<file path="src/rtl/game_pkg.sv">
// game_pkg: shared types for the two-player score game button front end.
// Holds the arbiter FSM state enum and the owner output encoding.
package game_pkg;

    typedef enum logic [1:0] {
        IDLE   = 2'b00,
        HOLD_A = 2'b01,
        HOLD_B = 2'b10
    } arb_state_t;

    localparam logic [1:0] OWNER_NONE = 2'b00;
    localparam logic [1:0] OWNER_A    = 2'b01;
    localparam logic [1:0] OWNER_B    = 2'b10;

    function automatic logic [1:0] owner_of(input arb_state_t st);
        logic [1:0] o;
        case (st)
            HOLD_A:  o = OWNER_A;
            HOLD_B:  o = OWNER_B;
            default: o = OWNER_NONE;
        endcase
        return o;
    endfunction

endpackage

</file>
<file path="src/rtl/game_btn_debounce.sv">
// game_btn_debounce: input capture + debounce counter for one active-low button.
// Ports: clk, rst_n, raw (async, active-low) -> press / rel single-cycle strobes.
// GAME_BTN_SYNC_EN: two-flop synchronizer on raw; otherwise a single register.
module game_btn_debounce #(
    parameter int DEBOUNCE_CYCLES = 16,
    parameter int CNT_W           = $clog2(DEBOUNCE_CYCLES + 1)
) (
    input  logic clk,
    input  logic rst_n,
    input  logic raw,
    output logic press,
    output logic rel
);

    logic             s;
    logic             level;
    logic [CNT_W-1:0] cnt;
    logic             hit;

`ifdef GAME_BTN_SYNC_EN
    logic meta;

    always_ff @(posedge clk or negedge rst_n) begin
        if (!rst_n) begin
            meta <= 1'b1;
            s    <= 1'b1;
        end else begin
            meta <= raw;
            s    <= meta;
        end
    end
`else
    always_ff @(posedge clk or negedge rst_n) begin
        if (!rst_n) begin
            s <= 1'b1;
        end else begin
            s <= raw;
        end
    end
`endif

    // The level flips on the DEBOUNCE_CYCLES-th consecutive differing sample;
    // the strobes fire combinationally so the top registers them on that edge.
    assign hit   = (s != level) && (cnt == CNT_W'(DEBOUNCE_CYCLES - 1));
    assign press = hit && level;
    assign rel   = hit && !level;

    always_ff @(posedge clk or negedge rst_n) begin
        if (!rst_n) begin
            level <= 1'b1;
            cnt   <= '0;
        end else if (s == level) begin
            cnt   <= '0;
        end else if (hit) begin
            level <= s;
            cnt   <= '0;
        end else begin
            cnt   <= cnt + 1'b1;
        end
    end

endmodule

</file>
<file path="src/rtl/game_btn_arbiter.sv">
// game_btn_arbiter: debounces BtnA/BtnB/clear and arbitrates player lockout.
// Ports: clk, rst_n, BtnA, BtnB, clear -> inc_a, inc_b, clr pulses, owner.
// GAME_BTN_SYNC_EN selects two-flop input synchronizers in the debouncers.
module game_btn_arbiter
    import game_pkg::*;
#(
    parameter int DEBOUNCE_CYCLES = 16,
    parameter int CNT_W           = $clog2(DEBOUNCE_CYCLES + 1)
) (
    input  logic       clk,
    input  logic       rst_n,
    input  logic       BtnA,
    input  logic       BtnB,
    input  logic       clear,
    output logic       inc_a,
    output logic       inc_b,
    output logic       clr,
    output logic [1:0] owner
);

    logic a_press, a_rel;
    logic b_press, b_rel;
    logic c_press, c_rel_unused;

    game_btn_debounce #(
        .DEBOUNCE_CYCLES(DEBOUNCE_CYCLES),
        .CNT_W(CNT_W)
    ) u_db_a (
        .clk(clk), .rst_n(rst_n), .raw(BtnA),
        .press(a_press), .rel(a_rel)
    );

    game_btn_debounce #(
        .DEBOUNCE_CYCLES(DEBOUNCE_CYCLES),
        .CNT_W(CNT_W)
    ) u_db_b (
        .clk(clk), .rst_n(rst_n), .raw(BtnB),
        .press(b_press), .rel(b_rel)
    );

    game_btn_debounce #(
        .DEBOUNCE_CYCLES(DEBOUNCE_CYCLES),
        .CNT_W(CNT_W)
    ) u_db_c (
        .clk(clk), .rst_n(rst_n), .raw(clear),
        .press(c_press), .rel(c_rel_unused)
    );

    arb_state_t state, state_nx;
    logic       inc_a_nx, inc_b_nx;

    always_ff @(posedge clk or negedge rst_n) begin
        if (!rst_n) begin
            state <= IDLE;
            inc_a <= 1'b0;
            inc_b <= 1'b0;
            clr   <= 1'b0;
            owner <= OWNER_NONE;
        end else begin
            state <= state_nx;
            inc_a <= inc_a_nx;
            inc_b <= inc_b_nx;
            clr   <= c_press;
            owner <= owner_of(state_nx);
        end
    end

    // A wins a same-cycle tie; the holder's opponent is ignored entirely
    // until the holder releases, and then needs a fresh press.
    always_comb begin
        state_nx = state;
        inc_a_nx = 1'b0;
        inc_b_nx = 1'b0;
        case (state)
            IDLE: begin
                if (a_press) begin
                    inc_a_nx = 1'b1;
                    state_nx = HOLD_A;
                end else if (b_press) begin
                    inc_b_nx = 1'b1;
                    state_nx = HOLD_B;
                end
            end
            HOLD_A: begin
                if (a_rel) state_nx = IDLE;
            end
            HOLD_B: begin
                if (b_rel) state_nx = IDLE;
            end
            default: state_nx = IDLE;
        endcase
    end

endmodule
</file>
<file path="config.mk">
export PLATFORM = sky130hd
export DESIGN_NAME = game_btn_arbiter
export DESIGN_NICKNAME = d
export VERILOG_FILES = /design/src/rtl/game_pkg.sv /design/src/rtl/game_btn_debounce.sv /design/src/rtl/game_btn_arbiter.sv
export SDC_FILE = /design/constraint.sdc
export NUM_CORES = 1
export LEC_CHECK = 0
export ABC_AREA = 1
export BUFFER_PORTS_ARGS = -buffer_cell sky130_fd_sc_hd__buf_2
export CAP_MARGIN = 10
export CORE_ASPECT_RATIO = 1.1
export CORE_MARGIN = 2
export CORE_UTILIZATION = 51
export DETAILED_ROUTE_END_ITERATION = 8
export GPL_TIMING_DRIVEN = 0
export MAX_ROUTING_LAYER = met4
export PLACE_DENSITY_LB_ADDON = 0.3
export SLEW_MARGIN = 5
export SYNTH_ARGS = -nofsm -noshare
export SYNTH_HDL_FRONTEND = slang
export SYNTH_SLANG_ARGS = --single-unit
</file>
<file path="constraint.sdc">
create_clock -name clk -period 1.03 [get_ports clk]
set_input_delay 0 -clock clk [delete_from_list [all_inputs] [get_ports clk]]
set_output_delay 0 -clock clk [all_outputs]
set_load 0.01 [all_outputs]
</file>
==> results.ini, run 1 <==
[sta]
slew_viol_final=0
rsz0062_at_grt=true
hold_violations=0
setup_tns_ps=-522
fin_crit_sh_pct=110
fmax_ghz=0.882
relSlewSlack_pct=59.9
finalSetupViolCount=12
worstMarginPinSlew_ps=602
fin_crit_ps=1130
final.setup.worst_slack_ps=-104
clock-skew-final_ps=5.30

[synthesis]
synth_cell_types=19
ys.warnings.count=0
yosysMostFrequentCell=nand2_1
synth_edf_count=0
yosysTopAreaCellShare_pct=46.2
synth_area_leaders=dfrtp_1 (46%), dfstp_2 (13%), nand2_1 (9.8%), inv_1 (7.6%), nor2_1 (5.0%)
syn_inst=129
yosys_most_used_dff=dfrtp_1
synth_seq_cells=28
avgSynthCellArea_sq_um=9.23
yosysSeqAreaShare_pct=59.5
synth_area_sq_mm=0.00119
synthArstFlopShare_pct=100
syn_nets=137
synth_top_cell_by_area=dfrtp_1
yosys-top-cells-count=nand2_1 (31), inv_1 (24), dfrtp_1 (22), nor2_1 (16), nand3_1 (7)

[cts]
worstSkewPairLatency_ps=330
cts_root_buf=clkbuf_4
cts.clk_slew.worst_paths_ps=150
numCtsBuffers=3
cts.sink_count=28
h-tree-depth=1
clockBufferDepth=2
cts_tree=built

[worst_setup_path]
cp.buffers_inverters=2
cp_top_family=flip-flops
crit_path_frequent_cell=buf_4
slowest_stage=dfrtp_1
start_kind=register
path_max_fanout=2
arrival_ps=1370
crit_chain=buf_4 > buf_4 > nand3_1 > xor2_1 > nor2_1
path_class=reg -> reg
crit_path_end_kind=register
crit_required_ps=1270
max_stage_delay_ps=440

[placement]
post-place-ws_ps=-119
io_buffer_count=9
dp_cells=168
gp_congestion=0.737
hpwlAfterDp_mm=1.26

[cells_and_area]
drive_gt1_share_pct=34.6
fillers=171
nets=165
layout.cells.non_filler=186
num_antenna_cells=0
syn2layout_area_growth_pct=27.8
final_util_pct=68.3

[pwr]
switching_share_pct=23.8
p_per_area_mw_per_mm2=1250
p_leak_nw=0.795
p_comb_share_pct=9.7
switchingPower_uw=454
p_seq_share_pct=61.9
power_frac_clock_pct=28.4
p_total_mw=1.90
p_int_mw=1.45
peakVddDrop_mv=0.939

[floorplan]
fp.dieArea_sq_mm=0.00274
die_h_microns=54.7
initial_core_util_pct=53.4
core-area_sq_mm=0.00223
fp.dieW_microns=50.1
rows=18
io_pins=10

[global_routing]
globalRouteOverflowTotal=0
grt_pass1_wl_mm=3.30
grt_max_degree=29
antenna_found_initial=0
grt_util_all_layers_pct=17.1
grt_pass1_vias=813

[hold_path]
min_path_type=in -> async

[route]
drc=0
wire_per_inst_microns=10.6
drt_iter0_drc=10
antenna_left=0
routed_wl_mm=1.98
vias=876
via_per_inst=4.71
dr.pass1.iters=4

[status]
violations=setup timing
status=complete, but fails checks

[job]
max_cap_viol_count=0

==> metal layers <==
metal | track usage [%] | vias to the layer above | part of all wire (%)
met5 | - | - | 0
met1 | 18.9 | 406 | 44
li1 | - | 456 | -
met3 | 2.46 | 5 | 2.1
met4 | 9.72 | 0 | 2.2
met2 | 30.0 | 9 | 51
==> cell usage in the layout, fill, tap and decap left out, drive strengths merged <==
cell type,Yosys,layout
nand3,9,9
nand2,33,33
inv,24,24
clkbuf,0,4
and3,2,2
o21ai,3,3
ha,3,3
buf,0,19
xnor2,1,1
a21oi,1,1
dlygate4sd3,0,4
dfrtp,22,22
xor2,3,3
nor2,18,18
nand4,4,4
dfstp,6,6
==> state kept, by name, summed over array words and instances (netlist names) <==
register	count
state	2
u_db_c.cnt	5
u_db_c.s	1
inc_b	1
u_db_b.s	1
clr	1
u_db_c.level	1
u_db_a.level	1
inc_a	1
owner	2
u_db_b.cnt	5
u_db_b.level	1
u_db_a.s	1
u_db_a.cnt	5
==> power by group through the flow <==
stage / Clock, mW / Sequential, mW / Combinational (mW)
6_report: 0.541 / 1.18 / 0.184
5_1_grt: 0.583 / 1.18 / 0.212
4_1_cts: 0.551 / 1.17 / 0.166
3_5_place_dp: 0 / 1.19 / 0.105
3_3_place_gp: 0 / 1.19 / 0.0996
2_1_floorplan: 0 / 1.18 / 0.0642
==> worst register-to-register path, stage by stage (launching register included) <==
cell,delay [ps]
dfrtp_1,440
buf_4,150
buf_4,120
nand3_1,80
xor2_1,180
nor2_1,60
==> stage by stage <==
stage	cell area [sq um]	hold slack [ps]
3_5_place_dp	1280	40.3
2_1_floorplan	1190	-296
4_1_cts	1470	201
6_report	1520	183
5_1_grt	1520	226
3_3_place_gp	1280	37.2
==> final timing paths <==
kind                            slack [ps]  cells after the start       endpoint     startpoint
min in group clk                       290                      2       u_db_a.s           BtnA
worst min register to register         510                      2   u_db_a.level   u_db_a.level
worst min-delay path                   180                      2          inc_b          rst_n
max in group asynchronous              460                      2          inc_a          rst_n
worst max-delay path                  -100                      5  u_db_b.cnt[3]  u_db_b.cnt[1]
worst max register to register        -100                      5  u_db_b.cnt[3]  u_db_b.cnt[1]
==> cell type report <==
class / count / area, sq um / share of cell area (%)
clock buffer: 4 / 36.3 / 2.38
tap: 30 / 37.5 / 2.47
sequential: 28 / 708 / 46.5
timing repair buffer: 23 / 164 / 10.8
multi-input combinational: 77 / 487 / 32.0
inverter: 24 / 90.1 / 5.92
==> timing repair <==
action                     CTS  global route
gates cloned                 0             0
setup endpoints to repair   20            25
pin swaps                    7            11
hold endpoints to repair    25             0
setup buffers                8             2
gates resized for setup     12            14
hold buffers                 4             0
==> cell families after synthesis <==
logic type / count (synthesis) / share of synthesized area [%]
AO/OA/AOI/OAI: 4 / 1.68
flip-flops: 28 / 59.5
buffers and inverters: 24 / 7.56
adder cells (fa/ha/maj): 3 / 3.15
XOR/XNOR: 4 / 2.94
AND/OR/NAND/NOR: 66 / 25.2
No activity file was read; power rests on OpenSTA's default activity.
==> inputs of run 2 (changes only) <==
Settings changed: ABC_AREA 1 to 0.
==> run 2 against run 1 <==
Compared with the run above:
- die area is 4.3% lower
- synthesized area is 4.6% lower
- clock skew is 2.5 ps lower
- design area is 8.5% higher
- the flow still finishes with violations (setup timing)
- highest routed layer unchanged
- sequential share of layout area is 3.6 points lower
- via count is 6.5% lower
==> results.ini, run 2 <==
[sta]
hold_violations=0  ; unchanged
final.setup.worst_slack_ps=-397  ; -294 ps
fmax_ghz=0.701  ; -21%
finalSetupViolCount=22  ; +10
worstMarginPinSlew_ps=588  ; -14.4 ps
rsz0062_at_grt=true
slew_viol_final=0  ; unchanged
fin_crit_sh_pct=139  ; +28 points
clock-skew-final_ps=2.77  ; -2.53 ps
worst_hold_slack_ps=197  ; +13.7 ps
fin_crit_ps=1430  ; +294 ps
relSlewSlack_pct=60.8  ; +0.96 points

[synthesis]
synth_seq_cells=28  ; unchanged
synthArstFlopShare_pct=100  ; unchanged
syn_inst=93  ; -28%
synth_cell_types=26  ; +7
synth_xor_area_share_pct=6.17  ; +3.2 points
synthAdderAreaFrac_pct=3.30  ; +0.15 points
synth_area_sq_mm=0.00114  ; -4.6%
ys.warnings.count=0  ; unchanged
synth-simple-area-share_pct=18.4  ; -6.8 points
synth_top_family_by_area=simple AND/OR/NAND/NOR gates
avgSynthCellArea_sq_um=12.2  ; +32%
synth_compound_area_share_pct=6.39  ; +4.7 points
yosysSeqAreaShare_pct=62.3  ; +2.9 points
yosysTopAreaCellShare_pct=48.5  ; +2.2 points
yosys_most_used_dff=dfrtp_1
yosysMostFrequentCell=dfrtp_1
synth_area_leaders=dfrtp_1 (48%), dfstp_2 (14%), xor2_1 (4.6%), ha_1 (3.3%), nand2_1 (3.3%)
synthMuxAreaShare_pct=1.98  ; +2.0 points
yosys-top-cells-count=dfrtp_1 (22), nand2_1 (10), nor2_1 (8), dfstp_2 (6), xor2_1 (6)
synth_top_cell_by_area=dfrtp_1
syn_nets=101  ; -26%
synth_edf_count=0  ; unchanged

[global_routing]
grt.met1_usage_pct=23.7  ; +4.9 points
use_met2_pct=34.2  ; +4.2 points
busiest_layer=met2
grt_max_degree=29  ; unchanged
globalRouteOverflowTotal=0  ; unchanged
use_met3_pct=3.67  ; +1.2 points
grt_util_all_layers_pct=19.9  ; +2.8 points
grt_pass1_wl_mm=3.62  ; +9.8%
antenna_found_initial=0  ; unchanged
grt_pass1_vias=789  ; -3.0%

[pwr]
p_int_mw=1.51  ; +3.8%
power_frac_clock_pct=26.5  ; -1.9 points
p_comb_share_pct=12.3  ; +2.6 points
p_total_mw=1.97  ; +3.5%
p_leak_nw=0.790  ; -0.69%
p_per_area_mw_per_mm2=1190  ; -4.6%
switchingPower_uw=466  ; +2.6%
switching_share_pct=23.6  ; -0.20 points
p_seq_share_pct=61.2  ; -0.7 points
peakVddDrop_mv=0.924  ; -1.6%

[cells_and_area]
syn2layout_area_growth_pct=45.4
multi_input_area_sq_um=614  ; +26%
largestRegisters=u_db_a.cnt x5, u_db_b.cnt x5, u_db_c.cnt x5
drive_gt1_share_pct=53.5  ; +19 points
nets=136  ; -18%
design_area_sq_mm=0.00165  ; +8.5%
final_common_cell=dfrtp_1
layout_common_cells=dfrtp_1 (22), buf_4 (11), buf_2 (9), buf_6 (7)
fillers=118  ; -31%
regArea_sq_um=708  ; unchanged
num_antenna_cells=0  ; unchanged

[placement]
hpwlAfterDp_mm=1.17  ; -6.7%
placed_area_sq_mm=0.00125  ; -2.0%
io_buffer_count=9  ; unchanged
post-place-ws_ps=-522  ; -402 ps
gp_congestion=0.712  ; -3.4%

[route]
drc=0  ; unchanged
drt_iter0_drc=10  ; unchanged
dr.pass1.iters=4  ; unchanged
via_per_inst=5.28  ; +12%
wire_per_inst_microns=15.2  ; +43%
vias=819  ; -6.5%
routed_wl_mm=2.36  ; +19%
antenna_left=0  ; unchanged

[cts]
h-tree-depth=1  ; unchanged
numCtsBuffers=3  ; unchanged
worstSkewPairLatency_ps=320  ; about the same
clockBufferDepth=2  ; unchanged
cts.clk_slew.worst_paths_ps=140  ; about the same
cts.sink_count=28  ; unchanged
cts_tree=built
cts_root_buf=clkbuf_4

[worst_setup_path]
crit_required_ps=1260  ; about the same
path_max_fanout=4  ; +2
arrival_ps=1660  ; +290 ps
r2r-start=u_db_b.cnt[1]
cp_top_family=compound AO/OA/AOI/OAI gates
path_class=reg -> reg
max_stage_delay_ps=440  ; about the same
crit_path_end_kind=register
start_kind=register
slowest_stage=dfrtp_1
crit_start=u_db_b.cnt[1]
crit_chain=ha_4 > nand4b_1 > o311a_1 > a21o_2
cp.buffers_inverters=0  ; -2

[floorplan]
initial_core_util_pct=55.1  ; +1.6 points
io_pins=10  ; unchanged
die_h_microns=53.5  ; -2.2%
core-area_sq_mm=0.00206  ; -7.5%
fp.dieArea_sq_mm=0.00262  ; -4.3%
rows=17  ; -1
fp.dieW_microns=49  ; -2.2%

[status]
violations=setup timing
status=complete, but fails checks

[hold_path]
min_path_type=in -> async

[job]
max_cap_viol_count=0  ; unchanged

-- run 2: cell type report --
class | instances | area share (%)
Inverter | 3 | 0.682
Sequential cell | 28 | 42.9
Multi-Input combinational cell | 61 | 37.2
Timing Repair Buffer | 31 | 14.9
Clock buffer | 4 | 2.20
Tap cell | 28 | 2.12
-- run 2: path summary, 6_finish.rpt --
check | to | slack [ps] | cells after the start
max | state[1] | -400 | 4
min | u_db_a.cnt[2] | 200 | 2
max reg2reg | state[1] | -400 | 4
min reg2reg | u_db_a.level | 520 | 2
max in group asynchronous | u_db_c.level | 450 | 2
min in group clk | u_db_b.s | 310 | 2
-- run 2: what timing repair did --
item / 4_1_cts / 5_1_grt
setup endpoints to repair: 20 / 24
resized for setup: 20 / 19
hold buffers: 4 / 0
pin swaps: 10 / 11
gates cloned: 0 / 0
setup buffers: 15 / 10
hold endpoints to repair: 25 / 0
-- run 2: layer usage --
layer / vias to the layer above / routed length, microns
met2: 17 / 1250
li1: 388 / -
met4: 0 / 14
met1: 412 / 1030
met5: - / 0
met3: 2 / 69
-- run 2: kinds of logic after synthesis --
logic type | Yosys count
xor+xnor | 8
simple gates | 37
flops | 28
mux | 2
fa+ha+maj | 3
compound gates | 11
buf+inv | 4
-- run 2: power groups by stage --
stage / Sequential (mW) / Clock, mW / Combinational [mW]
after detailed placement: 1.21 / 0 / 0.119
after global routing: 1.21 / 0.585 / 0.272
after global placement: 1.21 / 0 / 0.114
after CTS: 1.20 / 0.535 / 0.178
final: 1.21 / 0.522 / 0.243
after floorplan: 1.20 / 0 / 0.0719
-- run 2: metrics by stage --
| stage | utilization, % | std cells | TNS (ps) |
|---|---|---|---|
| 6_report | 80.0 | 155 | -3710 |
| 4_1_cts | 73.1 | 149 | -3480 |
| 2_1_floorplan | - | 93 | -2300 |
| 3_5_place_dp | 60.6 | 130 | -3990 |
| 5_1_grt | 80.0 | 155 | -4700 |
| 3_3_place_gp | 60.6 | 130 | -3450 |
==> inputs of run 3 (changes only) <==
--- a/config.mk
+++ b/config.mk
@@ -12,3 +12,4 @@
 export CORE_MARGIN = 2
-export CORE_UTILIZATION = 51
+export CORE_UTILIZATION = 54
+export CTS_BUF_LIST = sky130_fd_sc_hd__clkbuf_4 sky130_fd_sc_hd__clkbuf_8
 export DETAILED_ROUTE_END_ITERATION = 8
--- a/constraint.sdc
+++ b/constraint.sdc
@@ -3,2 +3,2 @@
 set_output_delay 0 -clock clk [all_outputs]
-set_load 0.01 [all_outputs]
+set_load 0.05 [all_outputs]
==> run 3 against run 2 <==
Compared with the run above:
- the flow still finishes with violations (setup timing)
- clock-buffer cell count stayed put
- fmax is 2.4% lower
- worst hold slack better by 2.4 ps
- utilization is 1.6 points lower
- clock power is 8.2% lower
- sequential cell count stayed put
- global-route usage is 0.16 points higher
- total power is 4.3% lower
- die area is 5.1% lower
- sequential power hardly changed
- register-to-register slack worse by 40 ps
- via count is 2.8% lower
- critical path type unchanged
- highest routed layer unchanged
==> results.ini, run 3 (synthesized netlist as in run 2, its figures left out) <==
[status]
status=complete, but fails checks
violations=setup timing

[cts]
clockBufferDepth=2  ; unchanged
cts.clk_slew.worst_paths_ps=140  ; about the same
cts.sink_count=28  ; unchanged
numCtsBuffers=3  ; unchanged
cts_tree=built
worstSkewPairLatency_ps=320  ; about the same
h-tree-depth=1  ; unchanged
cts_root_buf=clkbuf_4

[global_routing]
grt_util_all_layers_pct=20.0  ; +0.16 points
globalRouteOverflowTotal=0  ; unchanged
grt_pass1_wl_mm=3.39  ; -6.5%
grt_pass1_vias=845  ; +7.1%
antenna_found_initial=0  ; unchanged
grt_max_degree=29  ; unchanged

[pwr]
peakVddDrop_mv=1.11  ; +20%
p_per_area_mw_per_mm2=1200  ; +0.79%
p_leak_nw=0.748  ; -5.3%
p_total_mw=1.89  ; -4.3%

[worst_setup_path]
reg2reg_slack_ps=-430  ; -40 ps
crit_required_ps=1310  ; +50 ps
arrival_ps=1740  ; +80 ps
max_stage_delay_ps=390  ; -50 ps
path_max_fanout=5  ; +1
slowest_stage=dfrtp_1
reg2reg_to=state[1]
path_class=reg -> reg
cp.buffers_inverters=1  ; +1
r2r-start=u_db_b.cnt[1]
critPathCapture=state[1]
cp_top_family=simple AND/OR/NAND/NOR gates
start_kind=register
r2r_cells=5  ; +1
crit_start=u_db_b.cnt[1]
crit_chain=ha_2 > nand4b_1 > buf_4 > nor4b_4 > a21o_2
cp.depth=5  ; +1
crit_path_end_kind=register

[route]
wire_per_inst_microns=14.6  ; -4.1%
drt_iter0_drc=18  ; +8
dr.pass1.iters=4  ; unchanged
vias=796  ; -2.8%
via_per_inst=5.20  ; -1.5%
routed_wl_mm=2.24  ; -5.3%
antenna_left=0  ; unchanged
drc=0  ; unchanged

[cells_and_area]
final_common_cell=dfrtp_1
syn2layout_area_growth_pct=38.0
nets=134  ; -1.5%
num_antenna_cells=0  ; unchanged
drive_gt1_share_pct=48.0  ; -5.5 points
layout_common_cells=dfrtp_1 (22), buf_4 (12), nand2_1 (9), buf_2 (9), dfstp_2 (6)
largestRegisters=u_db_a.cnt x5, u_db_b.cnt x5, u_db_c.cnt x5

[floorplan]
io_pins=10  ; unchanged
die_h_microns=52.1  ; -2.6%
rows=17  ; unchanged
core-area_sq_mm=0.00200  ; -3.1%
fp.dieW_microns=47.7  ; -2.6%
initial_core_util_pct=56.8  ; +1.8 points
fp.dieArea_sq_mm=0.00249  ; -5.1%

[sta]
hold_violations=0  ; unchanged
fin_crit_ps=1460  ; +35.2 ps
rsz0062_at_grt=true
slew_viol_final=0  ; unchanged
clock-skew-final_ps=3.44  ; +0.670 ps
fmax_ghz=0.684  ; -2.4%
relSlewSlack_pct=60.3  ; -0.47 points
worst_hold_slack_ps=199  ; +2.43 ps
finalSetupViolCount=21  ; -4.5%
fin_crit_sh_pct=142  ; +3.4 points
worstMarginPinSlew_ps=595  ; +7.05 ps
final.setup.worst_slack_ps=-433  ; -35.2 ps

[placement]
gp_congestion=0.706  ; -0.90%
hpwlAfterDp_mm=1.24  ; +5.4%
io_buffer_count=9  ; unchanged
post-place-ws_ps=-491  ; +30.4 ps

[hold_path]
min_path_type=in -> async

[job]
max_cap_viol_count=0  ; unchanged

==> run 3: metal layers <==
layer / share of wire [%] / track usage (%) / vias to the layer above / wire length (microns)
met4: 1.8 / 9.91 / 0 / 40
li1: - / - / 382 / -
met2: 52 / 31.3 / 16 / 1170
met5: 0 / - / - / 0
met1: 43 / 23.5 / 392 / 971
met3: 2.6 / 4.86 / 6 / 57
==> run 3: per-stage QoR <==
step / cells / cell area [sq um] / utilization [%] / setup TNS (ps)
floorplan: 93 / 1170 / - / -2300
global placement: 130 / 1250 / 62.6 / -3380
detailed placement: 130 / 1250 / 62.6 / -4020
CTS: 147 / 1480 / 73.8 / -3220
global route: 153 / 1570 / 78.4 / -5460
finish: 153 / 1570 / 78.4 / -4040
==> run 3: report_power, final <==
group | leakage (nW) | switching [mW] | internal [mW]
Clock | 0.0184 | 0.301 | 0.178
Sequential | 0.362 | 0.0503 | 1.15
Combinational | 0.368 | 0.0989 | 0.110
Total | 0.748 | 0.450 | 1.44
==> run 3: worst min-delay path by stage <==
| stage | startpoint | endpoint | slack, ps | depth (start not counted) |
|---|---|---|---|---|
| global route | rst_n | u_db_a.cnt[4] | 270 | 2 |
| global placement | rst_n | u_db_a.cnt[2] | 30 | 1 |
| detailed placement | rst_n | u_db_c.cnt[2] | 40 | 1 |
| CTS | rst_n | u_db_c.cnt[2] | 220 | 2 |
| floorplan | rst_n | clr | -300 | 0 |
| finish | rst_n | u_db_a.cnt[2] | 200 | 2 |
==> run 3: worst reg2reg max path, cell delays in order, from the launching register on <==
cell and delay (ps):
dfrtp_1 390, ha_2 190, nand4b_1 210, buf_4 220, nor4b_4 250, a21o_2 160
==> run 3: repair_timing <==
item | CTS | global route
endpoints found under the hold margin | 25 | 0
buffers inserted | 11 | 6
hold buffers | 4 | 0
pin swaps | 10 | 10
setup endpoints to repair | 20 | 25
gates resized for setup | 15 | 10
==> run 3: area by class of cell <==
type                    count  area [sq um]
clock buffers               4          30.0
fillers                   129           432
inverters                   3          11.3
multi-input cells          61           563
flip-flops and latches     28           708
well taps                  28          35.0
repair buffers             29           220
